===== config.mk =====
export PLATFORM = sky130hd
export DESIGN_NAME = arb_tagged_out_queue_flat
export DESIGN_NICKNAME = d
export VERILOG_FILES = /design/src/rtl/arb_tagged_out_queue_if.sv /design/src/rtl/arb_tagged_out_queue.sv /design/src/flat_wrapper.sv
export SDC_FILE = /design/constraint.sdc
export NUM_CORES = 1
export LEC_CHECK = 0
export ABC_AREA = 1
export CAP_MARGIN = 20
export CORE_ASPECT_RATIO = 1.25
export CORE_MARGIN = 3
export CORE_UTILIZATION = 40
export CTS_CLUSTER_SIZE = 20
export DETAILED_ROUTE_END_ITERATION = 10
export MAX_ROUTING_LAYER = met4
export PLACE_DENSITY_LB_ADDON = 0.1
export REMOVE_ABC_BUFFERS = 1
export SLEW_MARGIN = 20
export SYNTH_ARGS = -nofsm -noshare
export SYNTH_HDL_FRONTEND = slang
export SYNTH_SLANG_ARGS = --single-unit

===== constraint.sdc =====
create_clock -name clk -period 2.6 [get_ports clk]
set_clock_uncertainty 0.1 [all_clocks]
set_input_delay 0.52 -clock clk [delete_from_list [all_inputs] [get_ports clk]]
set_output_delay 0.52 -clock clk [all_outputs]
set_load 0.01 [all_outputs]

===== src/rtl/arb_tagged_out_queue_if.sv =====
// Enqueue/dequeue handshake, occupancy and per-source grant counter bundle
// for the tagged arbiter output queue.
interface arb_tagged_out_queue_if #(
    parameter int unsigned ENTRIES = 4,
    parameter int unsigned DATA_W  = 8,
    parameter int unsigned TAG_W   = 2,
    parameter int unsigned CNT_W   = 8
);
    localparam int unsigned CW = $clog2(ENTRIES) + 1;

    logic              io_enq_ready;
    logic              io_enq_valid;
    logic [DATA_W-1:0] io_enq_bits;
    logic [TAG_W-1:0]  io_enq_tag;
    logic              io_deq_ready;
    logic              io_deq_valid;
    logic [DATA_W-1:0] io_deq_bits;
    logic [TAG_W-1:0]  io_deq_tag;
    logic [CW-1:0]     io_count;
    logic              io_clear;
    logic [CNT_W-1:0]  io_grants_0;
    logic [CNT_W-1:0]  io_grants_1;
    logic [CNT_W-1:0]  io_grants_2;
    logic [CNT_W-1:0]  io_grants_3;

    modport slave (
        output io_enq_ready,
        input  io_enq_valid, io_enq_bits, io_enq_tag,
        input  io_deq_ready,
        output io_deq_valid, io_deq_bits, io_deq_tag,
        output io_count,
        input  io_clear,
        output io_grants_0, io_grants_1, io_grants_2, io_grants_3
    );

    modport master (
        input  io_enq_ready,
        output io_enq_valid, io_enq_bits, io_enq_tag,
        output io_deq_ready,
        input  io_deq_valid, io_deq_bits, io_deq_tag,
        input  io_count,
        output io_clear,
        input  io_grants_0, io_grants_1, io_grants_2, io_grants_3
    );
endinterface


===== src/rtl/arb_tagged_out_queue.sv =====
// Small FIFO buffering (payload, source tag) pairs from the round-robin arbiter,
// with saturating per-source counters of accepted grants.
module arb_tagged_out_queue #(
    parameter int unsigned ENTRIES = 4,
    parameter int unsigned DATA_W  = 8,
    parameter int unsigned TAG_W   = 2,
    parameter int unsigned CNT_W   = 8
) (
    input logic                   clk,
    input logic                   reset,
    arb_tagged_out_queue_if.slave io
);
    localparam int unsigned PW   = $clog2(ENTRIES);
    localparam int unsigned NSRC = 4;

    typedef struct packed {
        logic [TAG_W-1:0]  tag;
        logic [DATA_W-1:0] bits;
    } entry_t;

    entry_t            mem [ENTRIES];
    logic [PW-1:0]     enq_ptr;
    logic [PW-1:0]     deq_ptr;
    logic [PW-1:0]     ptr_diff;
    logic              maybe_full;
    logic              ptr_match;
    logic              full;
    logic              empty;
    logic              enq_fire;
    logic              deq_fire;
    logic [1:0]        grant_idx;
    logic [CNT_W-1:0]  grants [NSRC];

    assign ptr_match = (enq_ptr == deq_ptr);
    assign full      = ptr_match && maybe_full;
    assign empty     = ptr_match && !maybe_full;
    assign enq_fire  = io.io_enq_valid && !full;
    assign deq_fire  = io.io_deq_ready && !empty;
    assign ptr_diff  = enq_ptr - deq_ptr;
    assign grant_idx = 2'(io.io_enq_tag);

    assign io.io_enq_ready = !full;
    assign io.io_deq_valid = !empty;
    assign io.io_deq_bits  = mem[deq_ptr].bits;
    assign io.io_deq_tag   = mem[deq_ptr].tag;
    assign io.io_count     = full ? ($bits(io.io_count))'(ENTRIES) : {1'b0, ptr_diff};

    assign io.io_grants_0 = grants[0];
    assign io.io_grants_1 = grants[1];
    assign io.io_grants_2 = grants[2];
    assign io.io_grants_3 = grants[3];

    // Storage is cleared on reset so the head mux never presents unknowns.
    always_ff @(posedge clk) begin
        if (reset) begin
            for (int unsigned i = 0; i < ENTRIES; i++) begin
                mem[i] <= '0;
            end
        end else if (enq_fire) begin
            mem[enq_ptr] <= '{tag: io.io_enq_tag, bits: io.io_enq_bits};
        end
    end

    // Pointers wrap naturally; maybe_full only moves when exactly one side fires.
    always_ff @(posedge clk) begin
        if (reset) begin
            enq_ptr    <= '0;
            deq_ptr    <= '0;
            maybe_full <= 1'b0;
        end else begin
            if (enq_fire) begin
                enq_ptr <= enq_ptr + PW'(1);
            end
            if (deq_fire) begin
                deq_ptr <= deq_ptr + PW'(1);
            end
            if (enq_fire != deq_fire) begin
                maybe_full <= enq_fire;
            end
        end
    end

    // Clear takes priority over a same-cycle increment.
    always_ff @(posedge clk) begin
        if (reset || io.io_clear) begin
            for (int unsigned i = 0; i < NSRC; i++) begin
                grants[i] <= '0;
            end
        end else if (enq_fire && (grants[grant_idx] != '1)) begin
            grants[grant_idx] <= grants[grant_idx] + CNT_W'(1);
        end
    end
endmodule


===== src/flat_wrapper.sv =====
// flat-port wrapper written by rule: the top's interface ports become plain ports
module arb_tagged_out_queue_flat 
#(
    parameter int unsigned ENTRIES = 4,
    parameter int unsigned DATA_W  = 8,
    parameter int unsigned TAG_W   = 2,
    parameter int unsigned CNT_W   = 8
)
  (clk, reset, io_io_enq_ready, io_io_enq_valid, io_io_enq_bits, io_io_enq_tag, io_io_deq_ready, io_io_deq_valid, io_io_deq_bits, io_io_deq_tag, io_io_count, io_io_clear, io_io_grants_0, io_io_grants_1, io_io_grants_2, io_io_grants_3);
  arb_tagged_out_queue_if #(.ENTRIES(ENTRIES), .DATA_W(DATA_W), .TAG_W(TAG_W), .CNT_W(CNT_W)) io_i ();
  input logic clk;
  input logic reset;
  output wire logic [$bits(io_i.io_enq_ready)-1:0] io_io_enq_ready;
  input wire logic [$bits(io_i.io_enq_valid)-1:0] io_io_enq_valid;
  input wire logic [$bits(io_i.io_enq_bits)-1:0] io_io_enq_bits;
  input wire logic [$bits(io_i.io_enq_tag)-1:0] io_io_enq_tag;
  input wire logic [$bits(io_i.io_deq_ready)-1:0] io_io_deq_ready;
  output wire logic [$bits(io_i.io_deq_valid)-1:0] io_io_deq_valid;
  output wire logic [$bits(io_i.io_deq_bits)-1:0] io_io_deq_bits;
  output wire logic [$bits(io_i.io_deq_tag)-1:0] io_io_deq_tag;
  output wire logic [$bits(io_i.io_count)-1:0] io_io_count;
  input wire logic [$bits(io_i.io_clear)-1:0] io_io_clear;
  output wire logic [$bits(io_i.io_grants_0)-1:0] io_io_grants_0;
  output wire logic [$bits(io_i.io_grants_1)-1:0] io_io_grants_1;
  output wire logic [$bits(io_i.io_grants_2)-1:0] io_io_grants_2;
  output wire logic [$bits(io_i.io_grants_3)-1:0] io_io_grants_3;
  assign io_io_enq_ready = io_i.io_enq_ready;
  assign io_i.io_enq_valid = io_io_enq_valid;
  assign io_i.io_enq_bits = io_io_enq_bits;
  assign io_i.io_enq_tag = io_io_enq_tag;
  assign io_i.io_deq_ready = io_io_deq_ready;
  assign io_io_deq_valid = io_i.io_deq_valid;
  assign io_io_deq_bits = io_i.io_deq_bits;
  assign io_io_deq_tag = io_i.io_deq_tag;
  assign io_io_count = io_i.io_count;
  assign io_i.io_clear = io_io_clear;
  assign io_io_grants_0 = io_i.io_grants_0;
  assign io_io_grants_1 = io_i.io_grants_1;
  assign io_io_grants_2 = io_i.io_grants_2;
  assign io_io_grants_3 = io_i.io_grants_3;
  arb_tagged_out_queue #(.ENTRIES(ENTRIES), .DATA_W(DATA_W), .TAG_W(TAG_W), .CNT_W(CNT_W)) u_core (.clk(clk), .reset(reset), .io(io_i));
endmodule

==> flow_summary.yaml <==
pwr:
  pwr-share-seq_pct: 43.5
  power_density_nw_per_um2: 680.7
  p_comb_share_pct: 21.7
  power.total_mw: 3.521
  intPower_mw: 2.579
  p_leak_nw: 2.139
  power.share.clock_pct: 34.8
  peakVddDrop_v: 0.0004154
  p_switching_mw: 0.9414
  switching_share_pct: 26.74
grt:
  grt_busiest_layer: "met2"
  track_usage_pct: 19.36
  grt_pass1_wl_um: 15330
  grt_pass1_vias: 3117
  overflow: 0
  grtUsageMet3_pct: 3.571
  use_met2_pct: 35.72
  grtUsageMet1_pct: 20.51
  antenna_found_initial: 0
  grt_max_degree: 21
yosys:
  yosys-top-cells-area: "edfxtp_1 (56%), nor2_1 (9.4%), inv_1 (5.8%), nand2_1 (4.5%), o21ai_0 (4.0%)"
  async_flop_share_pct: 0
  synth-compound-area-share_pct: 7.267
  synthXorXnorAreaFrac_pct: 1.357
  ys_warn_count: 0
  syn_area_um2: 3874
  muxShareOfSynthArea_pct: 0
  avgSynthCellArea_um2: 9.684
  synthAdderAreaFrac_pct: 0.6460
  ys_seq_area_share_pct: 59.43
  ys.flop_type: "edfxtp_1"
  synth_top_family_by_area: "simple AND/OR/NAND/NOR gates"
  yosysTopAreaCellShare_pct: 55.81
  ys_seq_elements: 79
  synth_edf_count: 72
  synth_common_cells: "nor2_1 (97), edfxtp_1 (72), inv_1 (60)"
  syn_inst: 400
  synth_top_area_cell: "edfxtp_1"
  synth_cell_types: 30
  yosysMostFrequentCell: "nor2_1"
  synth-simple-area-share_pct: 21.90
timing:
  rsz0062_at_grt: "no"
  min_period_ns: 2.464
  slew-limit-headroom_pct: 72.79
  setup_slack_ns: 0.1357
  setup_tns_ns: 0
  setup_violations: 0
  worstMarginPinSlew_ns: 0.4077
  finalCritPeriodShare_pct: 94.78
  fmax_mhz: 405.8
  finalHoldViolCount: 0
  hold_slack_ns: 0.3923
  slew_violations: 0
die:
  die_h_um: 116.0
  core_um2: 9271
  die_x_um: 94.02
  start_util_pct: 41.78
  rows: 39
  dieArea_um2: 10910
  io_pins: 62
final_layout:
  drive_gt1_share_pct: 18.29
  fin_area_um2: 5172
  nets: 515
  final_cells: 626
  area_delta_synth_final_pct: 33.53
  antennaDiodeCount: 0
  fin_util_pct: 55.79
run_status:
  status: "completed"
routing:
  wire_per_inst_um: 15.02
  drc_errors: 0
  final_antenna_net_count: 0
  first_pass_iters: 4
  viasPerCell: 4.840
  routed_wl_um: 9405
  via_count: 3030
  drt_iter0_markers: 143
placed_design:
  placedCellCount: 609
  gp_congestion: 0.8406
  preCtsSetupSlack_ns: -0.2603
  placed_area_um2: 4862
  port_buffers: 61
  dp_hpwl_um: 6853
clocking:
  htree_levels: 3
  cts_max_path_buffers: 2
  numCtsBuffers: 9
  clkTransAtPathRegs_ns: 0.06
  cts_root_buf: "clkbuf_16"
  tritoncts: "built"
  clock_latency_ns: 0.33
  cts.sinks: 79
  hold_buffers: 0
critical_path:
  critPathCaptureType: "flip-flop"
  crit_type: "primary input to flip-flop"
  critPathMaxFanout: 9
  arrival_ns: 2.45
  worst_setup_path_start_kind: "primary input"
  required_ns: 2.59
min_path:
  hp-class: "flip-flop to flip-flop"
job:
  cap_violations: 0
-- critical path: stages --
cell             delay (ns)
clkdlybuf4s50_1        0.50
buf_12                 0.15
nor2_1                 0.05
nor2_1                 0.08
o21ai_0                0.08
nand3_1                0.11
ha_2                   0.19
nand2_1                0.09
nor2_4                 0.15
nand2_2                0.07
nand2_2                0.09
nor2_4                 0.05
buf_4                  0.15
nand2_2                0.10
nor2_1                 0.06
-- per-layer routing --
metal,vias up,wire [um]
li1,1496,-
met1,1465,3628
met2,55,5267
met3,14,296
met4,0,212
met5,-,0
-- cells in the final DEF (no fill, tap or decap), types with 4 or more instances in the layout --
master,n
nand2_1,45
o22ai_1,10
a21oi_1,4
nand3_2,4
nor2_1,97
o21ai_0,31
dfxtp_1,7
buf_4,38
clkbuf_16,9
nor2_4,4
edfxtp_1,72
nor2_2,10
clkdlybuf4s50_1,59
nand2_2,8
nand3_1,12
inv_1,59
-- flip-flops by register name, summed over array words and instances, names as in the netlist, named ones only --
signal	count
u_core.mem	40
u_core.grants	32
u_core.deq_ptr	2
u_core.enq_ptr	2
u_core.maybe_full	1
-- power by group through the flow --
stage	combinational, mW	clock, mW	sequential [mW]
3_5_place_dp	0.771	0	1.56
3_3_place_gp	0.765	0	1.56
6_report	0.763	1.23	1.53
4_1_cts	0.778	1.25	1.53
5_1_grt	0.840	1.31	1.54
2_1_floorplan	0.339	0	1.57
-- path summary, 6_finish.rpt --
kind | from | endpoint | slack, ns | cells past startpoint
worst max register to register | u_core.enq_ptr[0] | u_core.mem[0][0] | 0.52 | 10
worst min register to register | u_core.deq_ptr[0] | u_core.deq_ptr[0] | 0.39 | 1
worst max-delay path | io_io_enq_tag[0] | u_core.grants[0][0] | 0.14 | 15
worst min-delay path | u_core.deq_ptr[0] | u_core.deq_ptr[0] | 0.39 | 1
-- cell type report --
type / count / area (um^2)
inverters: 64 / 252.7
well taps: 123 / 153.9
multi-input cells: 242 / 1212
clock inverters: 6 / 61.31
fillers: 864 / 4099
repair buffers: 102 / 960.9
clock buffers: 10 / 229.0
flip-flops and latches: 79 / 2302
-- timing repair --
item,4_1_cts,5_1_grt
resized for setup,1,5
buffers inserted,0,1
endpoints found under the setup margin,1,26
pin swaps,0,1
cloned,0,0
-- cell families after synthesis --
logic type | Yosys count
AND/OR/NAND/NOR | 184
buffers and inverters | 79
flip-flops | 79
AO/OA/AOI/OAI | 50
XOR/XNOR | 6
adder cells (fa/ha/maj) | 2
Note: power is estimated with default switching activity, not from simulation.
